--- config.mk ---
export PLATFORM = sky130hd
export DESIGN_NAME = fetch_sequencer
export DESIGN_NICKNAME = d
export VERILOG_FILES = /design/src/rtl/fetch_seq_pkg.sv /design/src/rtl/fetch_sequencer_pc_reg.sv /design/src/rtl/fetch_sequencer.sv
export SDC_FILE = /design/constraint.sdc
export NUM_CORES = 1
export LEC_CHECK = 0
export CAP_MARGIN = 20
export CORE_MARGIN = 1.5
export CORE_UTILIZATION = 37
export CTS_CLUSTER_DIAMETER = 40
export DETAILED_ROUTE_END_ITERATION = 12
export PLACE_DENSITY = 0.75
export RECOVER_POWER = 25
export SYNTH_ARGS = -nofsm -noshare
export SYNTH_HDL_FRONTEND = slang
export SYNTH_SLANG_ARGS = --single-unit
export TNS_END_PERCENT = 100
--- constraint.sdc ---
create_clock -name sys_clk -period 1.8 [get_ports sys_clk]
set_input_delay 0.27 -clock sys_clk [delete_from_list [all_inputs] [get_ports sys_clk]]
set_output_delay 0.27 -clock sys_clk [all_outputs]
set_load 0.03 [all_outputs]
--- src/rtl/fetch_seq_pkg.sv ---
// Shared types for the fetch sequencer.
// State encoding is visible to the bench for readable checks.
package fetch_seq_pkg;

    typedef enum logic [1:0] {
        ST_IDLE  = 2'd0,
        ST_FETCH = 2'd1,
        ST_EXEC  = 2'd2,
        ST_HALT  = 2'd3
    } state_t;

endpackage

--- src/rtl/fetch_sequencer_pc_reg.sv ---
// Program counter register.
// Loads a value or increments, wrapping at PROG_SIZE.
module pc_reg
    import fetch_seq_pkg::*;
#(
    parameter int PROG_SIZE = 32,
    localparam int AW = $clog2(PROG_SIZE)
) (
    input  logic          sys_clk,
    input  logic          sys_rst_n,
    input  logic          load,
    input  logic [AW-1:0] load_value,
    input  logic          inc,
    output logic [AW-1:0] pc
);

    localparam logic [AW-1:0] LAST = AW'(PROG_SIZE - 1);

    always_ff @(posedge sys_clk or negedge sys_rst_n) begin
        if (!sys_rst_n) begin
            pc <= '0;
        end else if (load) begin
            pc <= load_value;
        end else if (inc) begin
            pc <= (pc == LAST) ? '0 : pc + AW'(1);
        end
    end

endmodule

--- src/rtl/fetch_sequencer.sv ---
// Fetch/execute sequencer: IDLE -> FETCH -> EXEC -> FETCH/HALT.
// Outputs decode from registered state; only ir_load sees imem_ack.
module fetch_sequencer
    import fetch_seq_pkg::*;
#(
    parameter int PROG_SIZE = 32,
    localparam int AW = $clog2(PROG_SIZE)
) (
    input  logic          sys_clk,
    input  logic          sys_rst_n,
    input  logic          start,
    output logic          imem_req,
    output logic [AW-1:0] imem_addr,
    input  logic          imem_ack,
    output logic          ir_load,
    output logic          exec_en,
    input  logic          exec_done,
    input  logic          branch_taken,
    input  logic [AW-1:0] branch_target,
    input  logic          halt_req,
    output logic [AW-1:0] pc,
    output logic          halted,
    output logic          addr_err
);

    state_t state;
    logic   fire;
    logic   oor;

    assign fire = (state == ST_EXEC) && exec_done;
    // Only reachable when PROG_SIZE is not a power of two.
    assign oor  = branch_taken && (int'(branch_target) >= PROG_SIZE);

    always_ff @(posedge sys_clk or negedge sys_rst_n) begin
        if (!sys_rst_n) begin
            state    <= ST_IDLE;
            addr_err <= 1'b0;
        end else begin
            unique case (state)
                ST_IDLE, ST_HALT: begin
                    if (start) state <= ST_FETCH;
                end
                ST_FETCH: begin
                    if (imem_ack) state <= ST_EXEC;
                end
                ST_EXEC: begin
                    if (exec_done) begin
                        state <= halt_req ? ST_HALT : ST_FETCH;
                        if (oor) addr_err <= 1'b1;
                    end
                end
            endcase
        end
    end

    pc_reg #(
        .PROG_SIZE (PROG_SIZE)
    ) u_pc (
        .sys_clk    (sys_clk),
        .sys_rst_n  (sys_rst_n),
        .load       (fire && branch_taken),
        .load_value (oor ? '0 : branch_target),
        .inc        (fire && !branch_taken),
        .pc         (pc)
    );

    assign imem_req  = (state == ST_FETCH);
    assign imem_addr = pc;
    assign ir_load   = (state == ST_FETCH) && imem_ack;
    assign exec_en   = (state == ST_EXEC);
    assign halted    = (state == ST_HALT);

endmodule

==> results by group, run 1 <==
Status
  – Run status: completed

Setup path
  – CP Max Fanout: 4
  – Crit path required time: between 1.5 and 2 ns
  – Worst flop-to-flop path startpoint: state[0]
  – Launch point of the worst path: state[0]
  – Sort of element at the start of the critical path: flip-flop
  – Worst Path Arrival: approximately 1.8 ns
  – Depth of the most critical reg-to-reg path: 4
  – Element type at the critical path end: flip-flop
  – Critical path type: reg -> reg

Synth
  – Average instance area after synthesis: 9.350 um^2
  – Total nets after synthesis: 74
  – Post-synthesis cell type with the largest combined area: dfrtp_1
  – Post-synth EDFFs: 0
  – Number of library cell types mapped by synthesis: 20
  – Share of the synthesized area in the top cell type: 0.3406
  – Post-synthesis sequential area ratio: 0.3406
  – Synthesized instance count: 55
  – Mapped cell area: 514.2 um^2
  – Dominant synthesized flop cell: dfrtp_1
  – Share of async-settable or async-resettable flops after synthesis: 1.000
  – List of most frequent post-synthesis cells: dfrtp_1 (7), ha_1 (7), buf_4 (6)
  – Cell types with the largest area share after synthesis: dfrtp_1 (34%), ha_1 (17%), buf_4 (8.8%)
  – Flip-flop and latch count after synthesis: 7
  – Warnings from Yosys: 0

CTS
  – Clock Tree Buf Depth: 2
  – Source-to-sink clock delay at the later pin of the worst-skew pair: roughly 0.25 ns
  – Total CTS buffers: 3
  – Clock transition at the register clock pins on the worst setup and hold paths after CTS: approximately 0.060 ns
  – Post-CTS setup buffers: 0
  – Root Buffer Master: clkbuf_4
  – Clock Sink Count: 7
  – CTS tree: built
  – Hold_buf cts: 0
  – Count of H-tree levels built during CTS: 1

Floorplanning
  – Area enclosed by the die boundary: roughly 1600 um^2
  – Die boundary height: slightly above 40 um
  – Core Footprint: approximately 1300 um^2
  – Placement row count: 13
  – Width of the die: approximately 40 um
  – IO Count: 27
  – Starting density of the core: 0.3952

Timing
  – Maximum clock rate: roughly 0.60 GHz
  – Final Hold Viols: 0
  – Final clock skew: roughly 0.0070 ns
  – Time the final worst path needs with I/O delays and setup: roughly 1.7 ns
  – Number of endpoints failing setup at the final stage: 0
  – Final critical-path share of the clock period: 0.9253
  – Unrepaired setup endpoints after global routing: false
  – Sum of negative setup slack: 0 ns
  – Final count of pins violating max slew: 0

Global routing
  – Largest net degree at the start of global routing: 11
  – Number of global-route vias before repair: 395
  – Wire length of the first global-routing pass: roughly 1700 um
  – Overall routing resource usage: 0.1607
  – Antenna violations before repair: 0
  – Final global-route overflow total: 0

Run
  – Max-Cap Viols: 0

Final layout
  – Count of antenna diodes in the layout: 0
  – Final nets: just under 100
  – Count of fill cells added during filler insertion: approximately 130
  – Area taken by flip-flops and latches: approximately 180 um^2
  – Multi-input gate area: approximately 270 um^2
  – Largest register FFs: 5
  – Layout cell share with drive strength beyond 1: 0.08861
  – Synth-to-layout area growth: 50.12%
  – Post-route non-filler standard cell count: 94

Worst hold path
  – Kind of path behind the tightest hold check: in -> async

Power and ir drop
  – Leakage power of the design: ~0.4 nW
  – Cell Pwr Density: 1735 nW/um^2
  – Peak supply drop: 0.7318 mV

Placed design
  – GPL Wtd Cong: 0.7064
  – Half-perimeter wire length of the detailed placement result: ~790 um
  – Cell count after placement: 90
  – Port Buffers: 25

Detailed routing
  – Number of remaining DRC errors: 0
  – Count of vias placed by the detailed router: approximately 460
  – Wirelength, routed: 1039 um
  – Iteration-0 DRC count of the detailed router: 16
  – Via density per instance: about 4.9
  – Number of nets with antenna violations after detailed routing: 0
  – Drt wl/cell: around 11 um
  – Number of iterations in the first detailed-routing pass: 4
-- metrics by stage --
stage	util	cell area, um^2	hold slack (ns)	total power [W]	setup slack, ns
2_1_floorplan	-	514.2	-0.02559	0.0009109	0.09908
6_report	0.5933	772.0	0.3485	0.001339	0.1345
4_1_cts	0.5913	769.5	0.2835	0.001354	0.01037
3_3_place_gp	0.5731	745.7	0.5237	0.001202	0.1403
3_5_place_dp	0.5731	745.7	0.5362	0.001217	0.1334
5_1_grt	0.5933	772.0	0.3622	0.001439	0.01266
-- critical path: stages (launching register included) --
cell,delay (ns)
dfrtp_1,0.40
inv_1,0.10
ha_1,0.32
a222oi_1,0.38
mux2_1,0.35
-- power by group --
part           total [W]  switching (W)  leakage [nW]  internal (W)
combinational   0.000881       0.000490         0.288      0.000391
sequential      0.000313      0.0000808        0.0875      0.000232
clock           0.000146      0.0000615        0.0150     0.0000849
-- placed cells by master (no fill, tap or decap), drive strengths merged, types with 2 or more instances in the layout --
cell type	netlist	layout
dfrtp	7	7
inv	5	5
clkdlybuf4s50	0	20
a21oi	3	3
mux2i	3	3
and3	2	2
o21ai	5	5
ha	7	7
buf	7	3
nand2	4	4
nor3	3	3
dlygate4sd2	0	2
clkbuf	0	4
-- area by class of cell --
class                           instances  share of cell area
Multi-Input combinational cell         36              0.3501
Timing Repair Buffer                   27              0.3404
Sequential cell                         7              0.2269
Clock buffer                            4             0.03404
Inverter                                5             0.02431
Tap cell                               15             0.02431
-- metal layers --
layer | vias to the layer above | GRT usage | part of all wire | wire length (um)
li1 | 235 | - | - | -
met1 | 207 | 0.2082 | 0.49 | 510
met2 | 13 | 0.2419 | 0.44 | 462
met3 | 2 | 0.03333 | 0.060 | 62
met4 | 0 | 0.1000 | 0.0038 | 4
met5 | - | 0 | 0 | 0
-- logic make-up (layout without fill, tap and decap cells) --
kind of cell | count (synthesis) | count (layout) | share of synthesized area
other | 1 | 1 | 0.007292
AND/OR/NAND/NOR | 12 | 12 | 0.1216
buffers and inverters | 12 | 36 | 0.1338
AO/OA/AOI/OAI | 12 | 12 | 0.1460
multiplexers | 4 | 4 | 0.08029
adder cells (fa/ha/maj) | 7 | 7 | 0.1703
flip-flops | 7 | 7 | 0.3406
-- timing repair --
item                                    4_1_cts  5_1_grt
endpoints found under the hold margin         0        0
gates resized for setup                       2        2
endpoints found under the setup margin        2        2
-- path summary, 6_finish.rpt --
path,endpoint,slack [ns]
worst max-delay path,state[1],0.13
worst min register to register,u_pc.pc[4],0.54
min in group sys_clk,u_pc.pc[4],0.54
worst min-delay path,u_pc.pc[2],0.35
worst max register to register,state[1],0.13
max in group asynchronous,u_pc.pc[0],1.19
No activity file was read; power rests on OpenSTA's default activity.
==> inputs of run 2 (changes only) <==
REMOVE_ABC_BUFFERS = 1   (was default)
==> run 2 against run 1 <==
First-iteration DRC count fell by 56%. Non-clock buffer count unchanged. Wire length is 4.9% higher. Total power increased by 0.30%. Largest cell class unchanged.
==> results by group, run 2 (synthesis results as in run 1) <==
Global routing
  – Highest-utilization routing layer at the global route stage: met2
  – Largest net degree at the start of global routing: 11 (unchanged)
  – Overall routing resource usage: 0.1584 (-0.002312)
  – Antenna violations before repair: 0 (unchanged)
  – Global routing usage on met3: 0.03333 (unchanged)
  – Wire length of the first global-routing pass: 1628 um (-2.9%)
  – Met1 track demand over resource: 0.1945 (-0.01365)
  – Fraction of met2 tracks used by global routing: 0.2500 (+0.008065)
  – Number of global-route vias before repair: 385 (-2.5%)
  – Final global-route overflow total: 0 (unchanged)

Timing
  – Number of endpoints failing setup at the final stage: 0 (unchanged)
  – Final Hold Viols: 0 (unchanged)
  – Final clock skew: 0.002939 ns (-0.004107 ns)
  – Final Worst Setup Slack: 0.1326 ns (-0.001959 ns)
  – Final critical-path share of the clock period: 0.9263 (+0.001088)
  – Final count of pins violating max slew: 0 (unchanged)
  – Time the final worst path needs with I/O delays and setup: 1.667 ns (+0.001959 ns)
  – Unrepaired setup endpoints after global routing: false
  – Maximum clock rate: 0.5997 GHz (-0.12%)

Final layout
  – Count of antenna diodes in the layout: 0 (unchanged)
  – Layout cell share with drive strength beyond 1: 0.08861 (unchanged)
  – Largest register FFs: 5 (unchanged)
  – Synth-to-layout area growth: 50.12% (unchanged)
  – Most frequent standard cell in the layout excluding fill and tap cells: clkdlybuf4s50_1
  – Summed area of non-filler cells in the final layout: 772.0 um^2 (unchanged)
  – Most frequent cells in the layout: clkdlybuf4s50_1 (20), ha_1 (7), dfrtp_1 (7)
  – Final nets: 99 (unchanged)
  – Post-route non-filler standard cell count: 94 (unchanged)

Worst hold path
  – Kind of path behind the tightest hold check: in -> async

Status
  – Run status: completed

Detailed routing
  – Count of vias placed by the detailed router: 465 (+1.8%)
  – Number of remaining DRC errors: 0 (unchanged)
  – Number of iterations in the first detailed-routing pass: 4 (unchanged)
  – Drt wl/cell: 11.60 um (+4.9%)
  – Via density per instance: 4.947 (+1.8%)
  – Iteration-0 DRC count of the detailed router: 7 (-9)
  – Wirelength, routed: 1090 um (+4.9%)
  – Number of nets with antenna violations after detailed routing: 0 (unchanged)

Setup path
  – Sort of element at the start of the critical path: flip-flop
  – Cell with the biggest individual delay on the critical path: dfrtp_1
  – Critical path type: reg -> reg
  – CP Max Fanout: 5 (+1)
  – Crit path required time: 1.98 ns (+0.05 ns)
  – Worst Path Arrival: 1.85 ns (+0.05 ns)
  – Max incr delay on CP: 0.42 ns (+0.02 ns)
  – Cell Chain, Critical Path: ha_1, and3_1, ha_1, o311ai_0, o2bb2ai_1
  – Most used cell along the critical path: ha_1
  – Family with the most delay on the worst path: compound AO/OA/AOI/OAI gates
  – Worst reg-to-reg setup slack: 0.13 ns (about the same)
  – Crit path buf inv count: 0 (-1)
  – Element type at the critical path end: flip-flop

Placed design
  – DP Area: 745.7 um^2 (unchanged)
  – Port Buffers: 25 (unchanged)
  – Pre-CTS setup slack: 0.09095 ns (-0.04249 ns)
  – GPL Wtd Cong: 0.7378 (+4.4%)
  – Half-perimeter wire length of the detailed placement result: 874.8 um (+11%)
  – Cell count after placement: 90 (unchanged)

CTS
  – Clock transition at the register clock pins on the worst setup and hold paths after CTS: 0.05 ns (about the same)
  – Clock Tree Buf Depth: 2 (unchanged)
  – CTS tree: built
  – Count of H-tree levels built during CTS: 1 (unchanged)
  – Post-CTS setup buffers: 0 (unchanged)
  – Source-to-sink clock delay at the later pin of the worst-skew pair: 0.26 ns (about the same)
  – Clock Sink Count: 7 (unchanged)
  – Root Buffer Master: clkbuf_4
  – Total CTS buffers: 3 (unchanged)

Run
  – Max-Cap Viols: 0 (unchanged)

Floorplanning
  – Core Footprint: 1301 um^2 (unchanged)
  – Die boundary height: 40.28 um (unchanged)
  – Width of the die: 40.28 um (unchanged)
  – Placement row count: 13 (unchanged)
  – Starting density of the core: 0.3952 (unchanged)
  – IO Count: 27 (unchanged)
  – Area enclosed by the die boundary: 1622 um^2 (unchanged)

Power and ir drop
  – Cell Pwr Density: 1740 nW/um^2 (+0.30%)
  – Peak supply drop: 0.9004 mV (+23%)
  – Leakage power of the design: 0.3887 nW (-0.37%)
## run 2: changes by cell type in the layout (fill, tap and decap cells not counted)
cell	delta
o311ai_0	+1
o311ai_1	-1
## run 2: report_power, final
group          switching [W]  total (W)  internal [W]
combinational       0.000496   0.000887      0.000391
clock              0.0000610   0.000146     0.0000848
sequential         0.0000786   0.000310      0.000232
## run 2: worst paths after layout
path,from,endpoint,cells past startpoint
max in group asynchronous,sys_rst_n,u_pc.pc[1],1
hold / removal,sys_rst_n,state[1],1
setup reg to reg,u_pc.pc[1],u_pc.pc[3],5
setup / recovery,u_pc.pc[1],u_pc.pc[3],5
hold reg to reg,u_pc.pc[4],u_pc.pc[4],2
min in group sys_clk,u_pc.pc[4],u_pc.pc[4],2
## run 2: what timing repair did
| item | CTS | global route |
|---|---|---|
| gates resized for setup | 2 | 1 |
| endpoints found under the setup margin | 2 | 3 |
| hold endpoints to repair | 0 | 0 |
| pin swaps | 0 | 1 |
| hold buffers | 0 | 0 |
## run 2: stage by stage
step | power [W] | TNS (ns) | util | hold WS [ns]
after global placement | 0.001199 | 0 | 0.5731 | 0.5357
after global routing | 0.001448 | 0 | 0.5933 | 0.3686
after CTS | 0.001361 | 0 | 0.5913 | 0.2860
after detailed placement | 0.001229 | 0 | 0.5731 | 0.5431
final | 0.001343 | 0 | 0.5933 | 0.3402
after floorplan | 0.0008328 | -0.1043 | - | -0.02559
## run 2: cell type report
class | count | area (um^2)
timing repair buffer | 27 | 262.8
inverter | 5 | 18.77
fill | 119 | 529.3
tap | 15 | 18.77
sequential | 7 | 175.2
multi-input combinational | 36 | 270.3
clock buffer | 4 | 26.28
## run 2: routing by layer
| metal | part of all wire | wire length (um) | vias to the layer above |
|---|---|---|---|
| li1 | - | - | 234 |
| met1 | 0.42 | 457 | 205 |
| met2 | 0.47 | 513 | 24 |
| met3 | 0.092 | 100 | 2 |
| met4 | 0.017 | 19 | 0 |
| met5 | 0 | 0 | - |
==> inputs of run 3 (changes only) <==
ABC_CLOCK_PERIOD_IN_PS = 2100   (was default)
CORE_AREA = 2 2 39 41   (was default)
CORE_MARGIN = default   (was 1.5)
CORE_UTILIZATION = default   (was 37)
DIE_AREA = 0 0 41 43   (was default)
PLACE_DENSITY = 0.78   (was 0.75)
TNS_END_PERCENT = default   (was 100)
clock period = 2.1 ns   (was 1.8 ns; I/O delays follow)
==> run 3 against run 2 <==
Worst hold slack gained 0.056 ns. Clock power shrank 19%. Non-clock buffer count shrank 2. Sequential share of layout area grew 0.26 points. Die area grew 8.7%. Combinational power shrank 17%. Register-to-register slack gained 0.22 ns. Via count shrank 4.5%. Sequential power shrank 12%. Cell count shrank 1.1%. Largest cell class unchanged. Largest power group unchanged.
==> results by group, run 3 (synthesis results as in run 1) <==
Status
  – Run status: completed

CTS
  – Clock transition at the register clock pins on the worst setup and hold paths after CTS: 0.05 ns (about the same)
  – Count of H-tree levels built during CTS: 1 (unchanged)
  – CTS tree: built
  – Root Buffer Master: clkbuf_4
  – Source-to-sink clock delay at the later pin of the worst-skew pair: 0.25 ns (about the same)
  – Total CTS buffers: 3 (unchanged)
  – Hold_buf cts: 0 (unchanged)
  – Clock Tree Buf Depth: 2 (unchanged)
  – Clock Sink Count: 7 (unchanged)

Setup path
  – Worst reg-to-reg setup slack: 0.35 ns (+0.22 ns)
  – CP Max Fanout: 5 (unchanged)
  – Element type at the critical path end: output pin
  – Worst Path Arrival: 1.63 ns (-0.22 ns)
  – Crit path required time: 1.78 ns (-0.20 ns)
  – Critical path type: reg -> out
  – Sort of element at the start of the critical path: flip-flop

Final layout
  – Layout cell share with drive strength beyond 1: 0.05195 (-0.03666)
  – Most frequent cells in the layout: clkdlybuf4s50_1 (23), ha_1 (7), dfrtp_1 (7)
  – Count of antenna diodes in the layout: 0 (unchanged)
  – Area taken by flip-flops and latches: 175.2 um^2 (unchanged)
  – Most frequent standard cell in the layout excluding fill and tap cells: clkdlybuf4s50_1
  – Final nets: 97 (-2.0%)
  – Count of fill cells added during filler insertion: 135 (+13%)
  – Largest register FFs: 5 (unchanged)
  – Synth-to-layout area growth: 48.42%
  – Multi-input gate area: 270.3 um^2 (unchanged)

Floorplanning
  – Area enclosed by the die boundary: 1763 um^2 (+8.7%)
  – IO Count: 27 (unchanged)
  – Core Footprint: 1384 um^2 (+6.3%)
  – Width of the die: 41 um (+1.8%)
  – Starting density of the core: 0.3716 (-0.02358)
  – Die boundary height: 43 um (+6.8%)
  – Placement row count: 14 (+1)

Power and ir drop
  – Cell Int Power: 0.0005951 W (-16%)
  – Switching power: 0.0005287 W (-17%)
  – Leakage power of the design: 0.3701 nW (-4.8%)
  – Cell Pwr Density: 1472 nW/um^2 (-15%)
  – Part of the power in registers: 0.242 (+0.011)
  – Overall power of the completed layout: 0.001124 W (-16%)
  – Proportion of power drawn by the clock network: 0.105 (-0.004)
  – Logic gate share of total power: 0.653 (-0.007)
  – Switching power as a share of total power: 0.4704 (-0.002710)
  – Peak supply drop: 0.7821 mV (-13%)

Timing
  – Final clock skew: 0.001250 ns (-0.001690 ns)
  – Final critical-path share of the clock period: 0.9256
  – Final Hold Viols: 0 (unchanged)
  – Sum of negative setup slack: 0 ns (unchanged)
  – Maximum clock rate: around 0.51 GHz
  – Time the final worst path needs with I/O delays and setup: roughly 2 ns
  – Final count of pins violating max slew: 0 (unchanged)
  – Number of endpoints failing setup at the final stage: 0 (unchanged)
  – Unrepaired setup endpoints after global routing: false

Detailed routing
  – Count of vias placed by the detailed router: 444 (-4.5%)
  – Number of remaining DRC errors: 0 (unchanged)
  – Number of nets with antenna violations after detailed routing: 0 (unchanged)
  – Drt wl/cell: 10.77 um (-7.1%)
  – Via density per instance: 4.774 (-3.5%)
  – Wirelength, routed: 1002 um (-8.1%)
  – Iteration-0 DRC count of the detailed router: 9 (+2)
  – Number of iterations in the first detailed-routing pass: 4 (unchanged)

Global routing
  – Number of global-route vias before repair: 409 (+6.2%)
  – Largest net degree at the start of global routing: 11 (unchanged)
  – Overall routing resource usage: 0.1327 (-0.02566)
  – Final global-route overflow total: 0 (unchanged)
  – Wire length of the first global-routing pass: 1593 um (-2.1%)
  – Antenna violations before repair: 0 (unchanged)

Worst hold path
  – Kind of path behind the tightest hold check: in -> async

Run
  – Max-Cap Viols: 0 (unchanged)

Placed design
  – Port Buffers: 25 (unchanged)
  – Half-perimeter wire length of the detailed placement result: 802.1 um (-8.3%)
  – GPL Wtd Cong: 0.7031 (-4.7%)
-- run 3: timing repair --
item / in CTS / in global routing
buffers inserted: 0 / 0
hold endpoints to repair: 0 / 0
resized for setup: 0 / 1
endpoints found under the setup margin: 0 / 1
-- run 3: worst paths after layout --
path                                 start    endpoint  cells past startpoint
max in group asynchronous        sys_rst_n    state[1]                      1
worst max register to register    state[0]    state[1]                      4
min in group sys_clk            u_pc.pc[4]  u_pc.pc[4]                      2
worst max-delay path              state[1]    imem_req                      3
worst min register to register  u_pc.pc[4]  u_pc.pc[4]                      2
worst min-delay path             sys_rst_n  u_pc.pc[4]                      1
-- run 3: power groups by stage --
stage          combinational (W)  clock, W  sequential [W]
4_1_cts                 0.000743  0.000126        0.000274
3_5_place_dp            0.000740         0        0.000277
3_3_place_gp            0.000728         0        0.000273
5_1_grt                 0.000790  0.000133        0.000287
2_1_floorplan           0.000270         0        0.000444
6_report                0.000733  0.000118        0.000272
-- run 3: cell type report --
type / count / share of cell area
Tap cell: 16 / 0.02623
Clock buffer: 4 / 0.03443
Multi-Input combinational cell: 36 / 0.3541
Sequential cell: 7 / 0.2295
Timing Repair Buffer: 25 / 0.3311
Inverter: 5 / 0.02459
-- run 3: through the flow --
step	util	worst slack (ns)	cells	area, um^2	hold WS, ns
2_1_floorplan	-	0.2448	48	464.2	0.01941
3_3_place_gp	0.5307	0.2178	89	734.5	0.5329
3_5_place_dp	0.5307	0.2059	89	734.5	0.5345
4_1_cts	0.5497	0.01225	93	760.7	0.3260
5_1_grt	0.5515	0.05151	93	763.2	0.4219
6_report	0.5515	0.1561	93	763.2	0.3964
-- run 3: worst max-delay path: stages, from the launching register on --
cell and delay [ns]:
dfrtp_1 0.41, inv_1 0.09, ha_1 0.20, clkdlybuf4s50_1 0.68
-- run 3: layer usage --
layer,global-route usage,up-vias,part of all wire
li1,-,229,-
met1,0.1788,194,0.43
met2,0.1844,21,0.48
met3,0.01571,0,0.089
met4,0.1000,0,0
met5,0,-,0
